==> config.mk <==
export PLATFORM = sky130hd
export DESIGN_NAME = pll_lock_supervisor
export DESIGN_NICKNAME = d
export VERILOG_FILES = /design/src/rtl/pll_lock_supervisor.sv
export SDC_FILE = /design/constraint.sdc
export NUM_CORES = 1
export LEC_CHECK = 0
export BUFFER_PORTS_ARGS = -buffer_cell sky130_fd_sc_hd__buf_2
export CAP_MARGIN = 10
export CELL_PAD_IN_SITES_DETAIL_PLACEMENT = 0
export CELL_PAD_IN_SITES_GLOBAL_PLACEMENT = 1
export CORE_MARGIN = 4
export CORE_UTILIZATION = 38
export CTS_CLUSTER_SIZE = 20
export DETAILED_ROUTE_END_ITERATION = 8
export PLACE_DENSITY_LB_ADDON = 0.1
export SLEW_MARGIN = 20
export SYNTH_ARGS = -nofsm -noshare
export SYNTH_HDL_FRONTEND = slang
export SYNTH_SLANG_ARGS = --single-unit
==> constraint.sdc <==
create_clock -name clk -period 5.99 [get_ports clk]
set_clock_uncertainty 0.2 [all_clocks]
set_input_delay 0.2995 -clock clk [delete_from_list [all_inputs] [get_ports clk]]
set_output_delay 0.2995 -clock clk [all_outputs]
set_load 0.01 [all_outputs]
==> src/rtl/pll_lock_supervisor.sv <==
// pll_lock_supervisor
//   Supervises the HDMI 720p PLL from the 50 MHz board clock: pulses the PLL
//   reset, qualifies lock stability, and releases the synchronous downstream
//   reset only while the PLL is locked.
//   Optional feature macro: PLL_SUP_RETRY_LIMIT_EN (retry limit -> FAIL state).
module pll_lock_supervisor #(
    parameter int unsigned RESET_CYCLES        = 50,
    parameter int unsigned LOCK_STABLE_CYCLES  = 5000,
    parameter int unsigned LOCK_TIMEOUT_CYCLES = 500000,
    parameter int unsigned MAX_RETRIES         = 4
) (
    input  logic       clk,
    input  logic       rst,
    input  logic       pll_lock,
    output logic       pll_reset,
    output logic       sys_rst,
    output logic       locked,
    output logic [7:0] relock_count,
    output logic       pll_fail,
    output logic [1:0] state
);

    localparam logic [1:0] ST_PLL_RESET = 2'b00;
    localparam logic [1:0] ST_WAIT_LOCK = 2'b01;
    localparam logic [1:0] ST_RUN       = 2'b10;
    localparam logic [1:0] ST_FAIL      = 2'b11;

    localparam int unsigned MAX_AB = (RESET_CYCLES > LOCK_STABLE_CYCLES) ?
                                     RESET_CYCLES : LOCK_STABLE_CYCLES;
    localparam int unsigned MAX_CD = (LOCK_TIMEOUT_CYCLES > MAX_RETRIES) ?
                                     LOCK_TIMEOUT_CYCLES : MAX_RETRIES;
    localparam int unsigned MAX_P  = (MAX_AB > MAX_CD) ? MAX_AB : MAX_CD;
    localparam int unsigned CNT_W  = $clog2(MAX_P + 1);

    localparam logic [CNT_W-1:0] RST_LAST    = CNT_W'(RESET_CYCLES - 1);
    localparam logic [CNT_W-1:0] STABLE_LAST = CNT_W'(LOCK_STABLE_CYCLES - 1);
    localparam logic [CNT_W-1:0] TO_LAST     = CNT_W'(LOCK_TIMEOUT_CYCLES - 1);
    localparam logic [CNT_W-1:0] CNT_ONE     = CNT_W'(1);

    logic             sync1_q;
    logic             lock_s_q;
    logic [1:0]       state_q,    state_d;
    logic [CNT_W-1:0] cnt_q,      cnt_d;
    logic [CNT_W-1:0] stable_q,   stable_d;
    logic [7:0]       relock_q,   relock_d;
    logic             pll_reset_q, pll_reset_d;
    logic             sys_rst_q,   sys_rst_d;
    logic             locked_q,    locked_d;

`ifdef PLL_SUP_RETRY_LIMIT_EN
    localparam logic [CNT_W-1:0] RETRY_LAST = CNT_W'(MAX_RETRIES - 1);
    logic             retry_q,    retry_unused;
    logic [CNT_W-1:0] retry_cnt_q, retry_cnt_d;
    logic             pll_fail_q,  pll_fail_d;
`endif

    // Two-flop synchronizer for the asynchronous PLL lock signal
    always_ff @(posedge clk) begin
        if (rst) begin
            sync1_q  <= 1'b0;
            lock_s_q <= 1'b0;
        end else begin
            sync1_q  <= pll_lock;
            lock_s_q <= sync1_q;
        end
    end

    // Next-state, counter and output decode; outputs are decoded from the
    // next state so the registered outputs always agree with state_q
    always_comb begin
        state_d  = state_q;
        cnt_d    = cnt_q;
        stable_d = stable_q;
        relock_d = relock_q;
`ifdef PLL_SUP_RETRY_LIMIT_EN
        retry_cnt_d = retry_cnt_q;
`endif
        case (state_q)
            ST_PLL_RESET: begin
                if (cnt_q == RST_LAST) begin
                    state_d = ST_WAIT_LOCK;
                    cnt_d   = '0;
                end else begin
                    cnt_d = cnt_q + CNT_ONE;
                end
            end
            ST_WAIT_LOCK: begin
                cnt_d    = cnt_q + CNT_ONE;
                stable_d = lock_s_q ? (stable_q + CNT_ONE) : '0;
                // Stable-lock release takes priority over a coincident timeout
                if (lock_s_q && (stable_q == STABLE_LAST)) begin
                    state_d  = ST_RUN;
                    cnt_d    = '0;
                    stable_d = '0;
`ifdef PLL_SUP_RETRY_LIMIT_EN
                    retry_cnt_d = '0;
`endif
                end else if (cnt_q == TO_LAST) begin
                    cnt_d    = '0;
                    stable_d = '0;
                    state_d  = ST_PLL_RESET;
`ifdef PLL_SUP_RETRY_LIMIT_EN
                    if (retry_cnt_q != '1) begin
                        retry_cnt_d = retry_cnt_q + CNT_ONE;
                    end
                    if (retry_cnt_q == RETRY_LAST) begin
                        state_d = ST_FAIL;
                    end
`endif
                end
            end
            ST_RUN: begin
                if (!lock_s_q) begin
                    state_d = ST_PLL_RESET;
                    cnt_d   = '0;
                    if (relock_q != 8'hFF) begin
                        relock_d = relock_q + 8'd1;
                    end
                end
            end
`ifdef PLL_SUP_RETRY_LIMIT_EN
            ST_FAIL: begin
                state_d = ST_FAIL;
            end
`endif
            default: begin
                state_d  = ST_PLL_RESET;
                cnt_d    = '0;
                stable_d = '0;
            end
        endcase

        pll_reset_d = (state_d == ST_PLL_RESET) || (state_d == ST_FAIL);
        sys_rst_d   = (state_d != ST_RUN);
        locked_d    = (state_d == ST_RUN);
`ifdef PLL_SUP_RETRY_LIMIT_EN
        pll_fail_d  = (state_d == ST_FAIL);
`endif
    end

    // State, counters and registered outputs
    always_ff @(posedge clk) begin
        if (rst) begin
            state_q     <= ST_PLL_RESET;
            cnt_q       <= '0;
            stable_q    <= '0;
            relock_q    <= '0;
            pll_reset_q <= 1'b1;
            sys_rst_q   <= 1'b1;
            locked_q    <= 1'b0;
        end else begin
            state_q     <= state_d;
            cnt_q       <= cnt_d;
            stable_q    <= stable_d;
            relock_q    <= relock_d;
            pll_reset_q <= pll_reset_d;
            sys_rst_q   <= sys_rst_d;
            locked_q    <= locked_d;
        end
    end

`ifdef PLL_SUP_RETRY_LIMIT_EN
    // Retry counter and failure flag
    always_ff @(posedge clk) begin
        if (rst) begin
            retry_cnt_q <= '0;
            pll_fail_q  <= 1'b0;
        end else begin
            retry_cnt_q <= retry_cnt_d;
            pll_fail_q  <= pll_fail_d;
        end
    end

    assign pll_fail = pll_fail_q;
`else
    assign pll_fail = 1'b0;
`endif

    assign pll_reset    = pll_reset_q;
    assign sys_rst      = sys_rst_q;
    assign locked       = locked_q;
    assign relock_count = relock_q;
    assign state        = state_q;

endmodule

Word level (Yosys, flattened, before mapping)
Index checks and enable logic that the tools add are counted.
Word-level totals
  output and inout bits: 14
  register bits: 53
Operators by class
  bitwise gates (word level): 1
  equal/unequal tests: 10
  add/sub/neg operators: 3
  muxes and demuxes: 14
  reduce and logical (&&, ||, !) cells: 6
Operators by type and width (count)
  two-way mux 19 bit: 7
  case mux 19 bit (3 select lines): 1
  adder 19 x 1 -> 19 bit (second input constant): 2
  case mux 19 bit (2 select lines): 1
  == test 19 x 13 -> 1 bit (second input constant): 1
  == test 19 bit (second input constant): 1
  == test 19 x 6 -> 1 bit (second input constant): 1
  adder 8 x 1 -> 8 bit (second input constant): 1
  two-way mux 2 bit: 4
  inequality test 8 bit (second input constant): 1
  == test 2 bit (second input constant): 3
  case mux 2 bit (3 select lines): 1
  zero test 2 bit: 2
  inequality test 2 bit (second input constant): 2
  AND reduction 3 bit: 1
  == test 2 x 1 -> 1 bit (second input constant): 1
  OR reduction 2 bit: 1
  logical AND 1 bit: 1
  logical OR 1 bit: 1
  NOT 1 bit: 1

Depth between registers and ports, before layout
  depth in word-level cells: 6
  gate-level depth with buffers: 9
  depth with buffers taken out: 9

Worst setup path before layout
OpenSTA, ideal clock, no wires.
  kind: reg-to-reg
  start point: register cnt_q[4]
  end point: register pll_reset_q, in the netlist pll_reset
  period minus slack after synthesis: 2.386 ns
  required time: 5.667 ns
  arrival time: 2.063 ns
  setup time: 0.123 ns
  buffers on the path: 0
  stages on the path, launching flop included: 8
  slack: 3.604 ns
  cell sequence: dfxtp_1 inv_1 or4_1 o32a_1 a21oi_1 or2_2 ha_1 or2_2
On the way
  longest elaborated chain between the ends: 6
  elaborated cells on any way between the ends: 9
  classes of those cells: eq/ne (3); mux (4); reduce/logical (2)
Ends and longest elaborated chain
  start: declaration: RTL line 43  | logic [CNT_W-1:0] cnt_q, cnt_d;
  start signal: assignment: RTL line 153  | cnt_q <= cnt_d;
  == test 19 bit: RTL line 98  | end else if (cnt_q == TO_LAST) begin
  two-way mux 2 bit: RTL line 98
  two-way mux 2 bit: RTL line 91  | if (lock_s_q && (stable_q == STABLE_LAST)) begin
  case mux 2 bit (3 select lines) (*): RTL line 78  | case (state_q)
  == test 2 bit or zero test 2 bit (tied branches): RTL line 133  | pll_reset_d = (state_d == ST_PLL_RESET) || (state_d == ST_FAIL);
  logical OR 1 bit (*): RTL line 133
  named net pll_reset_d: RTL line 46  | logic pll_reset_q, pll_reset_d;
  end signal: assignment: RTL line 156  | pll_reset_q <= pll_reset_d;
  end: declaration: RTL line 46
Mark *: on every way through the listed nets, which the timed path passes. The rest lies on a longest branch.
A chain may end at the register's enable or synchronous reset.

Final worst setup path
  start point: register stable_q[0]
  end point: register pll_reset_q, in the netlist pll_reset
On the way
  longest elaborated chain between the ends: 6
  elaborated cells on any way between the ends: 7
  classes of those cells: eq/ne (2); mux (2); reduce/logical (3)
Ends and longest elaborated chain
  start: declaration: RTL line 44  | logic [CNT_W-1:0] stable_q, stable_d;
  start signal: assignment: RTL line 154  | stable_q <= stable_d;
  == test 19 x 13 -> 1 bit (*): RTL line 91
  logical AND 1 bit (*): RTL line 91
  two-way mux 2 bit (*): RTL line 91
  case mux 2 bit (3 select lines) (*): RTL line 78
  == test 2 bit or zero test 2 bit (tied branches): RTL line 133
  logical OR 1 bit (*): RTL line 133
  named net pll_reset_d: RTL line 46
Marks and branches as above.

==> impl_metrics.toml <==
[synth]
netlist_instances = 357
synth_area_sq_um = 2900
synth_nets = 365
synth_cell_types = 54
synth_edf_count = 0
synthArstFlopShare = 0
yosys_warnings = 0
ys_seq_elements = 53
syn_avg_cell_area_sq_um = 8.11
synthFlopType = "dfxtp_1"
ys_top_cells_by_count = "53 x dfxtp_1, 52 x nand2_1, 29 x nand3_1"
yosysTopAreaCell = "dfxtp_1"
synth_area_leaders = "dfxtp_1 37%, nand2_1 6.7%, nand3_1 5.0%"
synth_most_common_cell = "dfxtp_1"
synthDominantCellAreaShare = 0.366
seq_area_frac_synth = 0.366

[sta]
setup_viol = 0
hold_violations = 0
period_share = 0.489
rsz0062_at_grt = "false"
drv_slew = 0
period_needed_ps = 2930
tightest_slew_ps = 965
finalWorstSetupSlack_ps = 3060
setup_tns_ps = 0
max_freq_ghz = 0.341
slew-limit-headroom = 0.351

[clocking]
cts.repair.resized = 0
path_clk_slew_ps = 100
cts.sinks = 53
clockBufferDepth = 2
cts.hold.buffers_added = 0
cts_setup_buffers = 0
clk_latency_ps = 310
numCtsBuffers = 5
cts_root_buf = "clkbuf_8"
h-tree-depth = 2
cts_tree = "yes"

[place]
place.gp.congestion = 0.770
portBuffers = 15
dpl.cell_count = 455
place_area_sq_um = 3020
place_ws_ps = 3060
hpwl_um = 4810

[detailed_routing]
antenna_left = 0
first_iter_violations = 149
wirelength_um = 7070
viasPerCell = 5.69
wl_per_cell_um = 15.3
drc = 0
via_count = 2636
drt_first_pass_iters = 4

[pwr]
p_comb_frac = 0.043
p_clk_frac = 0.394
cellPowerDensity_nw_per_um2 = 209
intPower_mw = 0.505
swShare = 0.228
vdd_drop_max_mv = 0.119
power_leakage_nw = 1.02
p_seq_frac = 0.563
p_switching_mw = 0.150

[setup_path]
cp_data_arrival_time_ps = 2940
critical_path.startpoint = "stable_q[0]$_SDFFE_PP0N_"
r2r-end = "pll_reset$_SDFF_PP1_"
crit_fanout = 24
endpoint = "pll_reset$_SDFF_PP1_"
reg2reg_from = "stable_q[0]$_SDFFE_PP0N_"
critPathRequiredTime_ps = 6000
reg2reg_slack_ps = 3060
critPathKind = "reg2reg"
cp-start-kind = "flop"
r2r_cells = 8
end_kind = "flop"

[job]
maxCapViolCount = 0

[cells_and_area]
fin_nets = 371
fillCellCount = 755
antennaDiodeCount = 0
drive_above_1_share = 0.0879
fin_area_sq_um = 3140
fin_util = 0.428
fin_cells = 463
area_delta_synth_final_pct = 8.38

[floorplan]
dieArea_sq_um = 9080
core-area_sq_um = 7330
initial_core_util = 0.395
dieHeight_um = 95.3
ios = 17
chipWidth_um = 95.3
rows = 31

[outcome]
outcome = "completed"

[min_path]
min_path_type = "in2reg"

[global_route]
grt_busiest_layer = "met1"
met2_usage = 0.232
grtUsageTotal = 0.168
grtUsageMet3 = 0.0339
grtUsageMet1 = 0.261
grt_antenna_before_repair = 0
grt_pass1_wl_um = 12100
grt_max_degree = 27
grt_pass1_vias = 2407
gr-total-overflow = 0
-- state kept, by name, summed over array words and instances, names as in the netlist --
name / cells
sync1_q: 1
state: 2
relock_count: 8
locked: 1
cnt_q: 19
pll_reset: 1
stable_q: 19
sys_rst: 1
lock_s_q: 1
-- metal layers --
| metal | wire (um) | vias to the layer above | part of all wire |
|---|---|---|---|
| li1 | - | 1336 | - |
| met1 | 3680 | 1251 | 0.52 |
| met2 | 3060 | 42 | 0.43 |
| met3 | 235 | 7 | 0.033 |
| met4 | 91 | 0 | 0.013 |
| met5 | 0 | - | 0 |
-- kinds of logic (layout without fill, tap and decap cells) --
kind of cell / Yosys count / after routing / share of synthesized area
flops: 53 / 53 / 0.366
other cells: 1 / 1 / 0.00130
xor+xnor: 14 / 14 / 0.0424
mux: 3 / 3 / 0.0104
simple gates: 190 / 190 / 0.353
fa+ha+maj: 5 / 5 / 0.0216
buf+inv: 29 / 36 / 0.0445
compound gates: 62 / 62 / 0.160
-- how the worst min path moves through the flow --
stage                                   from             endpoint  slack, ps  cells after the start
after CTS                           pll_lock   sync1_q$_SDFF_PP0_          5                      2
final                               pll_lock   sync1_q$_SDFF_PP0_          3                      2
after detailed placement  sync1_q$_SDFF_PP0_  lock_s_q$_SDFF_PP0_        240                      1
after global placement    sync1_q$_SDFF_PP0_  lock_s_q$_SDFF_PP0_        220                      1
after global routing                pll_lock   sync1_q$_SDFF_PP0_          4                      2
after floorplan           sync1_q$_SDFF_PP0_  lock_s_q$_SDFF_PP0_        210                      1
-- worst max-delay path, stage by stage, from the launching register on --
cell      delay (ps)
dfxtp_1          360
ha_1             250
nor4bb_1         160
nand3_1           80
o32a_1           730
a21oi_1          190
or2_2            310
ha_1             280
or2_2            270
-- cell type report --
| class | count | area, sq um | share of cell area |
|---|---|---|---|
| Clock buffer | 6 | 82.6 | 0.0263 |
| Clock inverter | 2 | 37.5 | 0.0120 |
| Inverter | 12 | 45.0 | 0.0144 |
| Multi-Input combinational cell | 275 | 1710 | 0.543 |
| Sequential cell | 53 | 1060 | 0.338 |
| Tap cell | 99 | 124 | 0.0395 |
| Timing Repair Buffer | 16 | 82.6 | 0.0263 |
-- cells in the final DEF (no fill, tap or decap), types with 6 or more instances in the layout --
master,netlist,routed
a21oi_1,10,10
and3_1,7,7
buf_2,4,15
clkbuf_8,0,6
dfxtp_1,53,53
inv_1,11,11
nand2_1,52,52
nand3_1,29,29
nand4_1,19,19
nor2_1,18,18
nor3_1,13,13
nor3b_1,6,6
nor4_1,11,11
o211ai_1,6,6
o21a_1,6,6
o21ai_0,9,9
or3_1,7,7
or4_1,7,7
xnor2_1,7,7
xor2_1,7,7
-- power by group through the flow --
stage / sequential, mW / combinational, mW / clock [mW]
CTS: 0.369 / 0.0282 / 0.267
global placement: 0.377 / 0.0284 / 0
detailed placement: 0.377 / 0.0280 / 0
floorplan: 0.374 / 0.0229 / 0
finish: 0.369 / 0.0281 / 0.258
global route: 0.371 / 0.0321 / 0.280
-- stage by stage --
stage | total power [mW] | hold WS, ps
5_1_grt | 0.682 | 4.35
4_1_cts | 0.664 | 5.04
3_5_place_dp | 0.405 | 236
3_3_place_gp | 0.406 | 219
6_report | 0.655 | 2.79
2_1_floorplan | 0.397 | 214
No activity file was read; power rests on OpenSTA's default activity.
